<file path="src/rtl/if_fetch_unit_pkg.sv">
// if_fetch_unit_pkg: pipeline types and constants shared by fetch, stall/flush controller and pipeline regs
package if_fetch_unit_pkg;
  typedef enum logic [1:0] {IDLE, FETCH, DISCARD, READY} fetch_state_t;
  localparam logic [31:0] NOP_INST = 32'h0000_0013;
  localparam int SF_STALL = 0;
  localparam int SF_FLUSH = 1;
endpackage

</file>
<file path="src/rtl/if_fetch_unit_if.sv">
// if_fetch_unit_if: Wishbone classic read port between fetch stage and instruction memory
interface if_fetch_unit_if #(
  parameter int ADDR_WIDTH = 32,
  parameter int DATA_WIDTH = 32
);
  logic cyc, stb, we, ack;
  logic [DATA_WIDTH/8-1:0] sel;
  logic [ADDR_WIDTH-1:0] adr;
  logic [DATA_WIDTH-1:0] dat;
  modport master(output cyc, stb, we, sel, adr, input dat, ack);
  modport slave(input cyc, stb, we, sel, adr, output dat, ack);
endinterface

</file>
<file path="src/rtl/if_fetch_unit.sv">
// if_fetch_unit: PC owner running a single-outstanding Wishbone fetch into the IF/ID register
module if_fetch_unit
  import if_fetch_unit_pkg::*;
#(
  parameter int ADDR_WIDTH = 32,
  parameter int DATA_WIDTH = 32,
  parameter logic [ADDR_WIDTH-1:0] PC_ADDR = 32'h8000_0000
) (
  input  logic                  clk,
  input  logic                  reset,
  input  logic [1:0]            pc_sf_i,
  input  logic [ADDR_WIDTH-1:0] branch_target_i,
  if_fetch_unit_if.master       wb,
  output logic                  im_busy_o,
  output logic [ADDR_WIDTH-1:0] ifid_pc_o,
  output logic [DATA_WIDTH-1:0] ifid_inst_o,
  output logic                  ifid_valid_o
);
  fetch_state_t state;
  logic [ADDR_WIDTH-1:0] pc, saved, tgt, pc_inc;
  logic busy, flush, stall;
  assign flush = pc_sf_i[SF_FLUSH];
  assign stall = pc_sf_i[SF_STALL];
  assign tgt = branch_target_i & ~ADDR_WIDTH'(3);
  assign pc_inc = pc + ADDR_WIDTH'(4);
  // pc only moves when leaving a bus cycle, so it doubles as the stable fetch address
  assign wb.cyc = busy;
  assign wb.stb = busy;
  assign wb.we = 1'b0;
  assign wb.sel = '1;
  assign wb.adr = pc;
  assign im_busy_o = busy;
  always_ff @(posedge clk or posedge reset)
    if (reset) begin
      state <= IDLE;
      pc <= PC_ADDR;
      saved <= PC_ADDR;
      busy <= 1'b0;
      ifid_valid_o <= 1'b0;
      ifid_inst_o <= DATA_WIDTH'(NOP_INST);
      ifid_pc_o <= PC_ADDR;
    end else
      case (state)
        IDLE: begin
          state <= FETCH;
          busy <= 1'b1;
          if (flush) pc <= tgt;
        end
        FETCH:
          if (wb.ack) begin
            busy <= 1'b0;
            state <= flush ? IDLE : READY;
            ifid_valid_o <= !flush;
            if (flush) pc <= tgt;
            else begin
              ifid_inst_o <= wb.dat;
              ifid_pc_o <= pc;
            end
          end else if (flush) begin
            saved <= tgt;
            state <= DISCARD;
          end
        DISCARD: begin
          if (flush) saved <= tgt;
          if (wb.ack) begin
            busy <= 1'b0;
            pc <= flush ? tgt : saved;
            state <= IDLE;
          end
        end
        READY:
          if (flush || !stall) begin
            state <= IDLE;
            ifid_valid_o <= 1'b0;
            ifid_inst_o <= DATA_WIDTH'(NOP_INST);
            pc <= flush ? tgt : pc_inc;
          end
      endcase
endmodule

</file>
<file path="src/flat_wrapper.sv">
// flat-port wrapper written by rule: the top's interface ports become plain ports
module if_fetch_unit_flat import if_fetch_unit_pkg::*;
#(
  parameter int ADDR_WIDTH = 32,
  parameter int DATA_WIDTH = 32,
  parameter logic [ADDR_WIDTH-1:0] PC_ADDR = 32'h8000_0000
)
  (clk, reset, pc_sf_i, branch_target_i, im_busy_o, ifid_pc_o, ifid_inst_o, ifid_valid_o, wb_cyc, wb_stb, wb_we, wb_sel, wb_adr, wb_dat, wb_ack);
  if_fetch_unit_if #(.ADDR_WIDTH(ADDR_WIDTH), .DATA_WIDTH(DATA_WIDTH)) wb_i ();
  input  logic clk;
  input  logic reset;
  input  logic [1:0] pc_sf_i;
  input  logic [ADDR_WIDTH-1:0] branch_target_i;
  output logic im_busy_o;
  output logic [ADDR_WIDTH-1:0] ifid_pc_o;
  output logic [DATA_WIDTH-1:0] ifid_inst_o;
  output logic ifid_valid_o;
  output wire logic [$bits(wb_i.cyc)-1:0] wb_cyc;
  output wire logic [$bits(wb_i.stb)-1:0] wb_stb;
  output wire logic [$bits(wb_i.we)-1:0] wb_we;
  output wire logic [$bits(wb_i.sel)-1:0] wb_sel;
  output wire logic [$bits(wb_i.adr)-1:0] wb_adr;
  input wire logic [$bits(wb_i.dat)-1:0] wb_dat;
  input wire logic [$bits(wb_i.ack)-1:0] wb_ack;
  assign wb_cyc = wb_i.cyc;
  assign wb_stb = wb_i.stb;
  assign wb_we = wb_i.we;
  assign wb_sel = wb_i.sel;
  assign wb_adr = wb_i.adr;
  assign wb_i.dat = wb_dat;
  assign wb_i.ack = wb_ack;
  if_fetch_unit #(.ADDR_WIDTH(ADDR_WIDTH), .DATA_WIDTH(DATA_WIDTH), .PC_ADDR(PC_ADDR)) u_core (.clk(clk), .reset(reset), .pc_sf_i(pc_sf_i), .branch_target_i(branch_target_i), .wb(wb_i), .im_busy_o(im_busy_o), .ifid_pc_o(ifid_pc_o), .ifid_inst_o(ifid_inst_o), .ifid_valid_o(ifid_valid_o));
endmodule
</file>
<file path="config.mk">
export PLATFORM = sky130hd
export DESIGN_NAME = if_fetch_unit_flat
export DESIGN_NICKNAME = d
export VERILOG_FILES = /design/src/rtl/if_fetch_unit_pkg.sv /design/src/rtl/if_fetch_unit_if.sv /design/src/rtl/if_fetch_unit.sv /design/src/flat_wrapper.sv
export SDC_FILE = /design/constraint.sdc
export NUM_CORES = 1
export LEC_CHECK = 0
export ABC_CLOCK_PERIOD_IN_PS = 5550
export BUFFER_PORTS_ARGS = -buffer_cell sky130_fd_sc_hd__clkbuf_2
export CAP_MARGIN = 20
export CORE_ASPECT_RATIO = 0.5
export CORE_MARGIN = 8
export CORE_UTILIZATION = 53
export DETAILED_ROUTE_END_ITERATION = 6
export PLACE_DENSITY = 0.84
export REMOVE_ABC_BUFFERS = 1
export SLEW_MARGIN = 25
export SYNTH_ARGS = -nofsm -noshare
export SYNTH_HDL_FRONTEND = slang
export SYNTH_SLANG_ARGS = --single-unit
</file>
<file path="constraint.sdc">
create_clock -name clk -period 5.55 [get_ports clk]
set_clock_uncertainty 0.05 [all_clocks]
set_input_delay 1.11 -clock clk [delete_from_list [all_inputs] [get_ports clk]]
set_output_delay 1.11 -clock clk [all_outputs]
set_load 0.02 [all_outputs]
</file>
==> run metrics <==
largest net degree at the start of global routing 88; critical path startpoint category flop; gpl congestion between 0.8 and 0.9; share of layout cells above drive strength 1 0.377; post-synthesis async set-or-reset flop share 1.00; Setup WS post-layout ~2.8 ns; leakage power 3.78 nW; CTS buffer count 17; Synth Warn # 0; DR pass1 iterations 5; Tightest Pin Transition 0.917 ns; Net Sw Frac 0.410; Max Clk Rate 364 MHz; CORE AREA 11700 sq um; via count 5363; Setup Fix Bufs, Post-CTS 0; initial antenna violation count 0; Final Hold Fails 0; Final Core Density 0.671; IO Port Bufs 166; Pwr Density 625 nW/um^2; CTS Root Cell clkbuf_16; power share of the sequential group 0.372; DP HPWL 11700 um; Yosys reg bits 132; post-synthesis cell count 595; Clk pin slew, worst setup/hold paths 0.05 ns; final setup TNS 0 ns; drt via density 5.81; CP cell instances inv_1, ha_1, nor2_1, a21oi_1, o22a_1, nand2_1, a32o_1; GRT overflow 0; Die Y-Extent 93.3 um; Reg-to-Reg Start u_core.state[0]; Logic pwr share 0.400; hold slack 0.429 ns; logic depth of the worst register-to-register path 7; max-cap viol count 0; die area 15900 sq um; final critical-path share of the clock period 0.495; Crit Path Max Fanout 19; Yosys cell types between 60 and 70; CP max stage cell o22a_1; drt total wl 17600 um; Remaining DRCs 0; FF-to-FF End u_core.wb.adr[25]; # rows 28; hold_buf cts 0; status completed; number of global-route vias before repair 5325; Worst Path Arrival 3.00 ns; top-level port count 174; headroom to the max-slew limit 0.388; register area share after synthesis 0.523; Place WS 2.65 ns; ys flop type dfrtp_1; Clk Latency, worst-skew pair 0.41 ns; Cell Int Power slightly below 3 mW; H-tree depth 4; crit path from u_core.state[0]; Net Switching 2.02 mW; R2R Setup Slk 2.80 ns; Syn Std Cell Area approximately 6300 sq um; Worst Setup EP u_core.wb.adr[25]; Peak supply drop 0.249 mV; Antenna diodes 0; Slew Viols, Final 0; fin crit period about 2.7 ns; clock net sink count roughly 130; Crit Path Class reg -> reg; RSZ-0062 raised after global routing no; Synth-to-Final Area Change 24.5%; # nets final 820; worst hold path type reg -> reg; First DRT Iteration DRCs 664; wire per inst 19.0 um; Worst EP required 5.80 ns; first-pass GRT wire length 27600 um; Starting Density 0.539; Max Root-Sink Buffers 2; Antenna Nets Post-Route 0; CP peak stage delay 0.73 ns; die width 171 um; crit path capture type flop; Final setup viols 0; clock share of power 0.228; GRT Util Overall 0.217; TritonCTS clock tree built; EDFF count, synth 0; Syn Area/Cell 10.6 sq um; Resized cells post-CTS 0
[cells in the mapped netlist (7+ instances only)]
master    count  area [sq um]
dfrtp_1     126          3150
o21ai_0      69           345
mux2_2       56           631
nand2_1      55           206
nand2b_1     32           200
clkbuf_1     26          97.6
a21oi_1      18          90.1
a22oi_1      18           135
nor2_1       16          60.1
inv_1        15          56.3
nand4_1      14          87.6
a22o_1        9          78.8
buf_2         8          40.0
and3_1        7          43.8
buf_4         7          52.6
[critical path, delay by kind of cell, from the launching register on]
| kind | cells | cell delay [ns] |
|---|---|---|
| compound gates | 3 | 1.27 |
| fa+ha+maj | 1 | 0.36 |
| simple gates | 2 | 0.41 |
| flops | 1 | 0.40 |
| buf+inv | 1 | 0.13 |
[layout make-up]
class                           count  area (sq um)
Clock inverter                      4          70.1
Clock buffer                       28           527
Tap cell                          165           206
Fill cell                         876          3860
Multi-Input combinational cell    404          2780
Inverter                           15          61.3
Sequential cell                   132          3310
Timing Repair Buffer              175           918
[cell families after synthesis]
| group | share of synthesized area |
|---|---|
| flip-flops | 0.523 |
| buffers and inverters | 0.0425 |
| AO/OA/AOI/OAI | 0.176 |
| other | 0.00119 |
| multiplexers | 0.101 |
| adder cells (fa/ha/maj) | 0.0119 |
| AND/OR/NAND/NOR | 0.144 |
[state kept, by name, summed over array words and instances (netlist names)]
name	cells
u_core.ifid_inst_o	32
u_core.ifid_pc_o	32
u_core.ifid_valid_o	1
u_core.im_busy_o	1
u_core.saved	32
u_core.state	2
u_core.wb.adr	32
[per-stage QoR]
step | cell area (sq um) | power, mW | cells
final | 7880 | 4.93 | 923
after global routing | 7880 | 5.19 | 923
after CTS | 7880 | 4.95 | 923
after detailed placement | 7280 | 3.78 | 891
after global placement | 7250 | 3.66 | 890
after floorplan | 6130 | 3.02 | 551
[worst min-delay path by stage]
stage                     startpoint               endpoint  slack [ns]  cells past startpoint
5_1_grt        u_core.ifid_inst_o[4]  u_core.ifid_inst_o[4]        0.45                      2
6_report       u_core.ifid_inst_o[5]  u_core.ifid_inst_o[5]        0.43                      2
3_3_place_gp    u_core.ifid_pc_o[14]   u_core.ifid_pc_o[14]        0.41                      2
3_5_place_dp         u_core.saved[1]        u_core.saved[1]        0.42                      1
2_1_floorplan        u_core.saved[0]        u_core.saved[0]        0.40                      1
4_1_cts          u_core.ifid_pc_o[2]    u_core.ifid_pc_o[2]        0.43                      2
[placed cells by master (no fill, tap or decap), drive strengths merged, types with 3 or more instances in the layout]
cell type and count:
a21oi 18, a221oi 5, a22o 9, a22oi 18, a31oi 6, and2 4, and3 7, and4 5
buf 9, clkbuf 194, conb 5, dfrtp 126, dfstp 6, ha 6, inv 15, mux2 56
nand2 56, nand2b 32, nand3 8, nand4 15, nor2 17, nor2b 4, nor3 6, nor4 5
o21ai 74, o22ai 6, o2bb2ai 4, o31a 5, o41ai 4, or3 3
[routing by layer]
| layer | global-route usage | up-vias | share of wire |
|---|---|---|---|
| met5 | 0 | - | 0 |
| met4 | 0.0660 | 0 | 0.015 |
| met3 | 0.0542 | 34 | 0.078 |
| met2 | 0.372 | 246 | 0.49 |
| met1 | 0.268 | 2626 | 0.42 |
| li1 | - | 2457 | - |
[power groups by stage]
stage	Clock, mW	Combinational [mW]	Sequential [mW]
after CTS	1.14	1.99	1.82
after global placement	0	1.87	1.78
final	1.12	1.97	1.83
after floorplan	0	0.862	2.16
after global routing	1.17	2.13	1.89
after detailed placement	0	1.96	1.82
(Power assumes the default switching activity.)
